$ cat config.mk
export PLATFORM = sky130hd
export DESIGN_NAME = controlador_compuerta_param
export DESIGN_NICKNAME = d
export VERILOG_FILES = /design/src/rtl/compuerta_pkg.sv /design/src/rtl/detector_evento_pin.sv /design/src/rtl/controlador_compuerta_param.sv
export SDC_FILE = /design/constraint.sdc
export NUM_CORES = 1
export LEC_CHECK = 0
export ABC_AREA = 1
export CELL_PAD_IN_SITES_DETAIL_PLACEMENT = 1
export CELL_PAD_IN_SITES_GLOBAL_PLACEMENT = 1
export CORE_MARGIN = 10
export CORE_UTILIZATION = 36
export CTS_BUF_LIST = sky130_fd_sc_hd__clkbuf_4 sky130_fd_sc_hd__clkbuf_8 sky130_fd_sc_hd__clkbuf_16
export CTS_CLUSTER_DIAMETER = 100
export DETAILED_ROUTE_END_ITERATION = 6
export GPL_TIMING_DRIVEN = 0
export PLACE_DENSITY = 0.84
export SETUP_SLACK_MARGIN = 0.2
export SYNTH_ARGS = -nofsm -noshare
export SYNTH_HDL_FRONTEND = slang
export SYNTH_SLANG_ARGS = --single-unit
$ cat constraint.sdc
create_clock -name Clk -period 2 [get_ports Clk]
set_input_delay 0.3 -clock Clk [delete_from_list [all_inputs] [get_ports Clk]]
set_output_delay 0.3 -clock Clk [all_outputs]
set_load 0.02 [all_outputs]
$ cat src/rtl/compuerta_pkg.sv
// Purpose: shared types and constants for the parking-gate controller.
// Latency: n/a (types, constants and a pure decode function only).
// Backpressure: n/a.
// Contents: state enum, default PIN width/value, per-state output vectors
//           packed as {Cerrado, Abierto, Alarma, Bloqueo}, and their decoder.
package compuerta_pkg;

  typedef enum logic [2:0] {
    ESPERA     = 3'd0,
    ESPERA_PIN = 3'd1,
    ALARMA_PIN = 3'd2,
    ABIERTO    = 3'd3,
    BLOQUEO    = 3'd4
  } estado_t;

  localparam int         PIN_W_DEF        = 8;
  localparam logic [7:0] PIN_CORRECTO_DEF = 8'h08;

  // {Cerrado, Abierto, Alarma, Bloqueo}
  localparam logic [3:0] SAL_ESPERA     = 4'b1000;
  localparam logic [3:0] SAL_ESPERA_PIN = 4'b1000;
  localparam logic [3:0] SAL_ALARMA_PIN = 4'b1010;
  localparam logic [3:0] SAL_ABIERTO    = 4'b0100;
  localparam logic [3:0] SAL_BLOQUEO    = 4'b1011;

  // Unused encodings decode as closed/idle so the gate never opens by accident.
  function automatic logic [3:0] salidas(input estado_t e);
    case (e)
      ESPERA:     salidas = SAL_ESPERA;
      ESPERA_PIN: salidas = SAL_ESPERA_PIN;
      ALARMA_PIN: salidas = SAL_ALARMA_PIN;
      ABIERTO:    salidas = SAL_ABIERTO;
      BLOQUEO:    salidas = SAL_BLOQUEO;
      default:    salidas = SAL_ESPERA;
    endcase
  endfunction

endpackage

$ cat src/rtl/detector_evento_pin.sv
// Purpose: flags a new PIN entry (rising edge from all-zero to nonzero Pin).
// Latency: combinational on Pin; pin_prev is Pin delayed one Clk.
// Backpressure: none; Pin is sampled every cycle.
// Ports: Clk, Reset (async, active-high), Pin [PIN_W], pin_evento (1 cycle pulse).
module detector_evento_pin
  import compuerta_pkg::*;
#(
  parameter int PIN_W = PIN_W_DEF
) (
  input  logic             Clk,
  input  logic             Reset,
  input  logic [PIN_W-1:0] Pin,
  output logic             pin_evento
);

  logic [PIN_W-1:0] pin_prev;

  always_ff @(posedge Clk or posedge Reset) begin
    if (Reset) pin_prev <= '0;
    else       pin_prev <= Pin;
  end

  // A PIN held nonzero for several cycles produces a single event; it must
  // go back to zero before another entry is recognised.
  assign pin_evento = (Pin != '0) && (pin_prev == '0);

endmodule

$ cat src/rtl/controlador_compuerta_param.sv
// Purpose: parking-gate controller; PIN check, wrong-attempt alarm, tailgating lock.
// Latency: a PIN entry sampled at edge k updates state/outputs at edge k (Moore outputs).
// Backpressure: none; all inputs are sampled every cycle.
// Ports: Clk, Reset (async, active-high), Vehiculo, Termino, Pin [PIN_W] ->
//        Cerrado, Abierto, Alarma, Bloqueo, Intentos [CONT_W].
module controlador_compuerta_param
  import compuerta_pkg::*;
#(
  parameter int               PIN_W        = PIN_W_DEF,
  parameter logic [PIN_W-1:0] PIN_CORRECTO = PIN_W'(PIN_CORRECTO_DEF),
  parameter int               MAX_INTENTOS = 3,
  parameter int               CONT_W       = $clog2(MAX_INTENTOS + 1)
) (
  input  logic              Clk,
  input  logic              Reset,
  input  logic              Vehiculo,
  input  logic              Termino,
  input  logic [PIN_W-1:0]  Pin,
  output logic              Cerrado,
  output logic              Abierto,
  output logic              Alarma,
  output logic              Bloqueo,
  output logic [CONT_W-1:0] Intentos
);

  localparam logic [CONT_W-1:0] MAX_C = CONT_W'(MAX_INTENTOS);

  estado_t           estado, estado_sig;
  logic [CONT_W-1:0] intentos_q, intentos_sig, intentos_mas1;
  logic              pin_evento, correcto, incorrecto;

  detector_evento_pin #(.PIN_W(PIN_W)) u_detector (
    .Clk        (Clk),
    .Reset      (Reset),
    .Pin        (Pin),
    .pin_evento (pin_evento)
  );

  assign correcto      = pin_evento && (Pin == PIN_CORRECTO);
  assign incorrecto    = pin_evento && !correcto;
  // Only used in ESPERA_PIN, where intentos_q < MAX_INTENTOS, so no overflow.
  assign intentos_mas1 = intentos_q + CONT_W'(1);

  always_ff @(posedge Clk or posedge Reset) begin
    if (Reset) begin
      estado     <= ESPERA;
      intentos_q <= '0;
    end else begin
      estado     <= estado_sig;
      intentos_q <= intentos_sig;
    end
  end

  always_comb begin
    estado_sig   = estado;
    intentos_sig = intentos_q;
    case (estado)
      ESPERA: begin
        if (Vehiculo) begin
          estado_sig   = ESPERA_PIN;
          intentos_sig = '0;
        end
      end
      ESPERA_PIN: begin
        // A PIN entry wins over the vehicle leaving in the same cycle.
        if (correcto) begin
          estado_sig   = ABIERTO;
          intentos_sig = '0;
        end else if (incorrecto) begin
          intentos_sig = intentos_mas1;
          if (intentos_mas1 == MAX_C) estado_sig = ALARMA_PIN;
        end else if (!Vehiculo) begin
          estado_sig   = ESPERA;
          intentos_sig = '0;
        end
      end
      ALARMA_PIN: begin
        // Wrong entries and the vehicle leaving leave the alarm (and the
        // saturated counter) untouched; only the right PIN clears it.
        if (correcto) begin
          estado_sig   = ABIERTO;
          intentos_sig = '0;
        end
      end
      ABIERTO: begin
        if (Termino) estado_sig = Vehiculo ? BLOQUEO : ESPERA;
      end
      BLOQUEO: begin
        if (correcto) begin
          estado_sig   = ESPERA;
          intentos_sig = '0;
        end
      end
      default: begin
        estado_sig   = ESPERA;
        intentos_sig = '0;
      end
    endcase
  end

  assign {Cerrado, Abierto, Alarma, Bloqueo} = salidas(estado);
  assign Intentos = intentos_q;

endmodule

==> run metrics, run 1 <==
clock transition at the registers of the reported paths 80 ps; Post-layout nets 126; share of synthesized flip-flops with an asynchronous set or reset 1.00; largest net degree at the start of global routing 14; Syn Nets 104; worst setup path startpoint estado[1]; diode count 0; EDFF count, synth 0; vias in the first global route 701; final hold vios 0; number of buffers created by CTS 3; Chip Height 64.2 um; Sink Count 13; kind of critical path reg2out; DR iter-0 viols 5; actual slew at the worst max-slew pin 496 ps; Gate Count Post-Synth 91; Final GP Congestion 0.814; minimum clock period 1720 ps; post-synthesis sequential area ratio 0.462; dpl cell area 906 um^2; detailed-route DRC error count 0; Post-Layout Inst Area 933 um^2; Die Wd 64.2 um; ys flop type dfrtp_1; YS warnings 0; GR Util All Layers 0.0876; CTS tree built; TNS Setup 0 ps; Startpoint Class flop; clk_skew 4.47 ps; Pleak 0.000469 uW; Layout Area Growth over Synthesis 32.5%; #FFs+latches synth 13; Slew Limit Fails 0; post-synth top area share 0.462; row count 15; worst r2r src u_detector.pin_prev[1]; gr ovfl total 0; cell taking the most area after synthesis dfrtp_1; status complete, no violations; RSZ-0062 raised after global routing yes; Post-Place Cells 133; total core area 0.00178 mm^2; Clock Path Buffers 2; drt first pass iters 4; list of most frequent post-synthesis cells nand2_1 (23), inv_1 (14), dfrtp_1 (13), nor2_1 (13), nand3_1 (7); CP Data Arrival Time 1420 ps; hold_buf cts 0; root buffer cell clkbuf_4; clk_lat worst skew 270 ps; IO Port Bufs 17; Crit. End Element primary output; initial antenna violation count 0; Post-Syn Area per Cell 7.74 um^2; count leader, synth nand2_1; via count 625; Setup violations, final 0; PD cells 709 mW/mm^2; Peak VDD IR 0.000443 V; Non-Filler Instances 137; critical path required time 1700 ps; Cell Area, Synth 704 um^2; Die Area 0.00413 mm^2; Slew HR 0.669; antenna viol nets, final 0; WL final 1720 um; period utilization 0.860; f_max 582 MHz; Critical Path Fanout Max 5; Avg WL per Cell 12.5 um; dpl hpwl 1500 um; H-tree lvl count 1; Top Ports 18; total power 661 uW; Via density 4.56; first-pass GRT wire length 2970 um; Starting Density 0.395; max_cap viols 0; fin util 0.524; Hold Path Class in2async; distinct cell type count after synthesis 15; share of cells above drive strength 1 0.188; FILL cells 230; top cells by area, synth dfrtp_1 (46%), nand2_1 (12%), inv_1 (7.5%), nor2_1 (6.9%), nand2_2 (5.3%)
placed cells by master, fill, tap and decap left out, types with 3 or more instances in the layout:
master	synthesis	final
nand2_2	6	6
dfrtp_1	13	13
nand3_1	7	7
nor2_1	13	13
nor2_2	3	3
inv_1	14	14
nand2_1	23	23
nor2_4	3	3
clkdlybuf4s50_1	0	13
clkbuf_4	0	4
metrics by stage:
stage | hold slack, ps | setup slack, ps
global placement | 494 | 210
finish | 346 | 280
global route | 399 | 195
CTS | 360 | 235
detailed placement | 505 | 166
floorplan | 177 | 584
final timing paths:
check,to,slack (ps),cells after the start
worst max-delay path,Bloqueo,280,4
worst min-delay path,estado[0],350,2
worst max register to register,estado[1],600,10
worst min register to register,Intentos[1],520,2
max in group asynchronous,u_detector.pin_prev[2],1320,2
min in group Clk,u_detector.pin_prev[3],500,1
flip-flops by register name, indices dropped and copies added (netlist names):
register and cells:
u_detector.pin_prev 8, estado 3, Intentos 2
repair_timing:
action	CTS	global route
endpoints found under the setup margin	4	2
buffers inserted	0	0
resized for setup	4	2
power by group:
part           internal [uW]  switching [uW]
Clock                   90.8            86.5
Sequential               283            13.1
Combinational           74.6             114
layer usage:
| layer | vias up | global-route usage | wire length, um |
|---|---|---|---|
| met1 | 298 | 0.0861 | 676 |
| met4 | 0 | 0.0241 | 5 |
| met3 | 2 | 0.0296 | 63 |
| met5 | - | 0 | 0 |
| li1 | 313 | - | - |
| met2 | 12 | 0.169 | 970 |
cells by family after synthesis:
logic type	count (synthesis)	synth area share
adders and majority gates	1	0.0178
DFF	13	0.462
buffers and inverters	17	0.0906
and+or+nand+nor	60	0.430
critical path: stages (launching register included):
cell	delay, ps
dfrtp_1	440
nor2_1	190
nand2_1	110
inv_1	90
clkdlybuf4s15_1	310
cell type report:
class | instances | area, um^2 | area share
clock buffers | 4 | 30.0 | 0.0322
inverters | 17 | 63.8 | 0.0684
multi-input cells | 61 | 315 | 0.338
flip-flops and latches | 13 | 325 | 0.349
well taps | 25 | 31.3 | 0.0335
repair buffers | 17 | 168 | 0.180
(Power assumes the default switching activity.)
==> run 2: changes to the inputs <==
--- a/config.mk
+++ b/config.mk
@@ -13,7 +13,7 @@
 export CTS_BUF_LIST = sky130_fd_sc_hd__clkbuf_4 sky130_fd_sc_hd__clkbuf_8 sky130_fd_sc_hd__clkbuf_16
 export CTS_CLUSTER_DIAMETER = 100
 export DETAILED_ROUTE_END_ITERATION = 6
-export GPL_TIMING_DRIVEN = 0
+export GPL_TIMING_DRIVEN = 1
 export PLACE_DENSITY = 0.84
 export SETUP_SLACK_MARGIN = 0.2
 export SYNTH_ARGS = -nofsm -noshare
==> run 2 against run 1 <==
Effect of this change:
- power rose by 1.8%
- final cell count unchanged
- sequential power increased by 1%
- largest cell class unchanged
- highest routed layer unchanged
- clock skew up 1.2 ps
- count of clock-buffer cells in the layout is the same
- clock power barely moved
- critical endpoint unchanged
==> run metrics, run 2 (synthesis gave the netlist of run 1 again) <==
period utilization 0.864; switch share 0.330; diode count 0; Non-Filler Instances 137; Startpoint Class flop; final hold vios 0; register area 325 um^2; total core area 0.00178 mm^2; clk_lat worst skew 280 ps; Slew HR 0.673; Reg with most FFs u_detector.pin_prev; Final GP Congestion 0.801; Final Hold Slack 338 ps; most frequent cells in the layout nand2_1 (23), inv_1 (14), dfrtp_1 (13), clkdlybuf4s50_1 (13), nor2_1 (12); Slew Limit Fails 0; dpl hpwl 1450 um; share of total power in combinational logic 0.289; Crit. End Element primary output; Top Ports 18; Via density 4.57; Clock Path Buffers 2; CTS tree built; FILL cells 227; Die Wd 64.2 um; initial antenna violation count 0; via count 626; Sw Pwr 222 uW; Hold Path Class in2async; minimum clock period 1730 ps; RSZ-0062 raised after global routing yes; Seq pwr share 0.445; Peak VDD IR 0.000465 V; Pleak 0.000473 uW; Post-layout nets 126; DR iter-0 viols 7; WL final 1730 um; CP Data Arrival Time 1430 ps; Starting Density 0.395; Critical Path Fanout Max 5; GR Util All Layers 0.0867; first-pass GRT wire length 2900 um; Avg WL per Cell 12.6 um; Die Area 0.00413 mm^2; vias in the first global route 676; kind of critical path reg2out; clk_skew 5.67 ps; largest net degree at the start of global routing 14; detailed-route DRC error count 0; TNS Setup 0 ps; root buffer cell clkbuf_4; PD cells 720 mW/mm^2; fin util 0.524; status complete, no violations; max_cap viols 0; critical path required time 1700 ps; Post-Place Cells 133; drt first pass iters 4; clock transition at the registers of the reported paths 80 ps; Sink Count 13; total power 673 uW; H-tree lvl count 1; commonest non-fill, non-tap cell in the layout nand2_1; Layout Area Growth over Synthesis 32.7%; IO Port Bufs 17; multi-input logic area 318 um^2; row count 15; actual slew at the worst max-slew pin 490 ps; share of cells above drive strength 1 0.196; antenna viol nets, final 0; Chip Height 64.2 um; Pint 451 uW; number of buffers created by CTS 3; gr ovfl total 0; Setup violations, final 0; f_max 579 MHz; number of flip-flops in the largest register 8; Clk network pwr share 0.266
## run 2: changes by cell type in the layout (fill, tap and decap cells not counted)
| cell | delta |
|---|---|
| nor2_2 | +1 |
| nor2_1 | -1 |
| clkdlybuf4s15_1 | -1 |
| dlygate4sd2_1 | +1 |
## run 2: final cells by class
| cell class | count | share of cell area |
|---|---|---|
| multi-input combinational | 61 | 0.340 |
| clock buffer | 4 | 0.0321 |
| sequential | 13 | 0.348 |
| inverter | 17 | 0.0683 |
| timing repair buffer | 17 | 0.178 |
| tap | 25 | 0.0335 |
## run 2: metrics by stage
stage               instance area, um^2  worst slack, ps
detailed placement                  906              147
floorplan                           704              584
finish                              935              272
CTS                                 931              221
global route                        935              177
global placement                    906              218
## run 2: layer usage
layer	vias to the layer above	share of wire	track usage
li1	314	-	-
met1	295	0.39	0.0855
met2	13	0.55	0.157
met3	4	0.052	0.0366
met4	0	0.013	0.0348
met5	-	0	0
## run 2: worst paths after layout
| path | depth (start not counted) | to | start | slack [ps] |
|---|---|---|---|---|
| max reg2reg | 8 | estado[2] | estado[1] | 550 |
| min | 2 | estado[0] | Reset | 340 |
| max in group asynchronous | 2 | u_detector.pin_prev[6] | Reset | 1330 |
| min in group Clk | 1 | u_detector.pin_prev[3] | Pin[3] | 480 |
| max | 4 | Bloqueo | estado[1] | 270 |
| min reg2reg | 2 | Intentos[0] | Intentos[0] | 540 |
## run 2: critical path: stages, from the launching register on
cell and delay, ps:
dfrtp_1 460, nor2_2 170, nand2_1 110, inv_1 80, dlygate4sd2_1 340
## run 2: timing repair
item,CTS,global route
cloned,0,0
hold buffers,0,0
endpoints found under the setup margin,4,2
buffers inserted,0,0
gates resized for setup,4,2
pin swaps,0,0
hold endpoints to repair,0,0
## run 2: power groups by stage
stage	registers [uW]	logic, uW	clock network, uW
floorplan	297	137	0
global placement	299	184	0
detailed placement	300	193	0
CTS	295	195	180
global route	302	222	202
finish	300	194	179
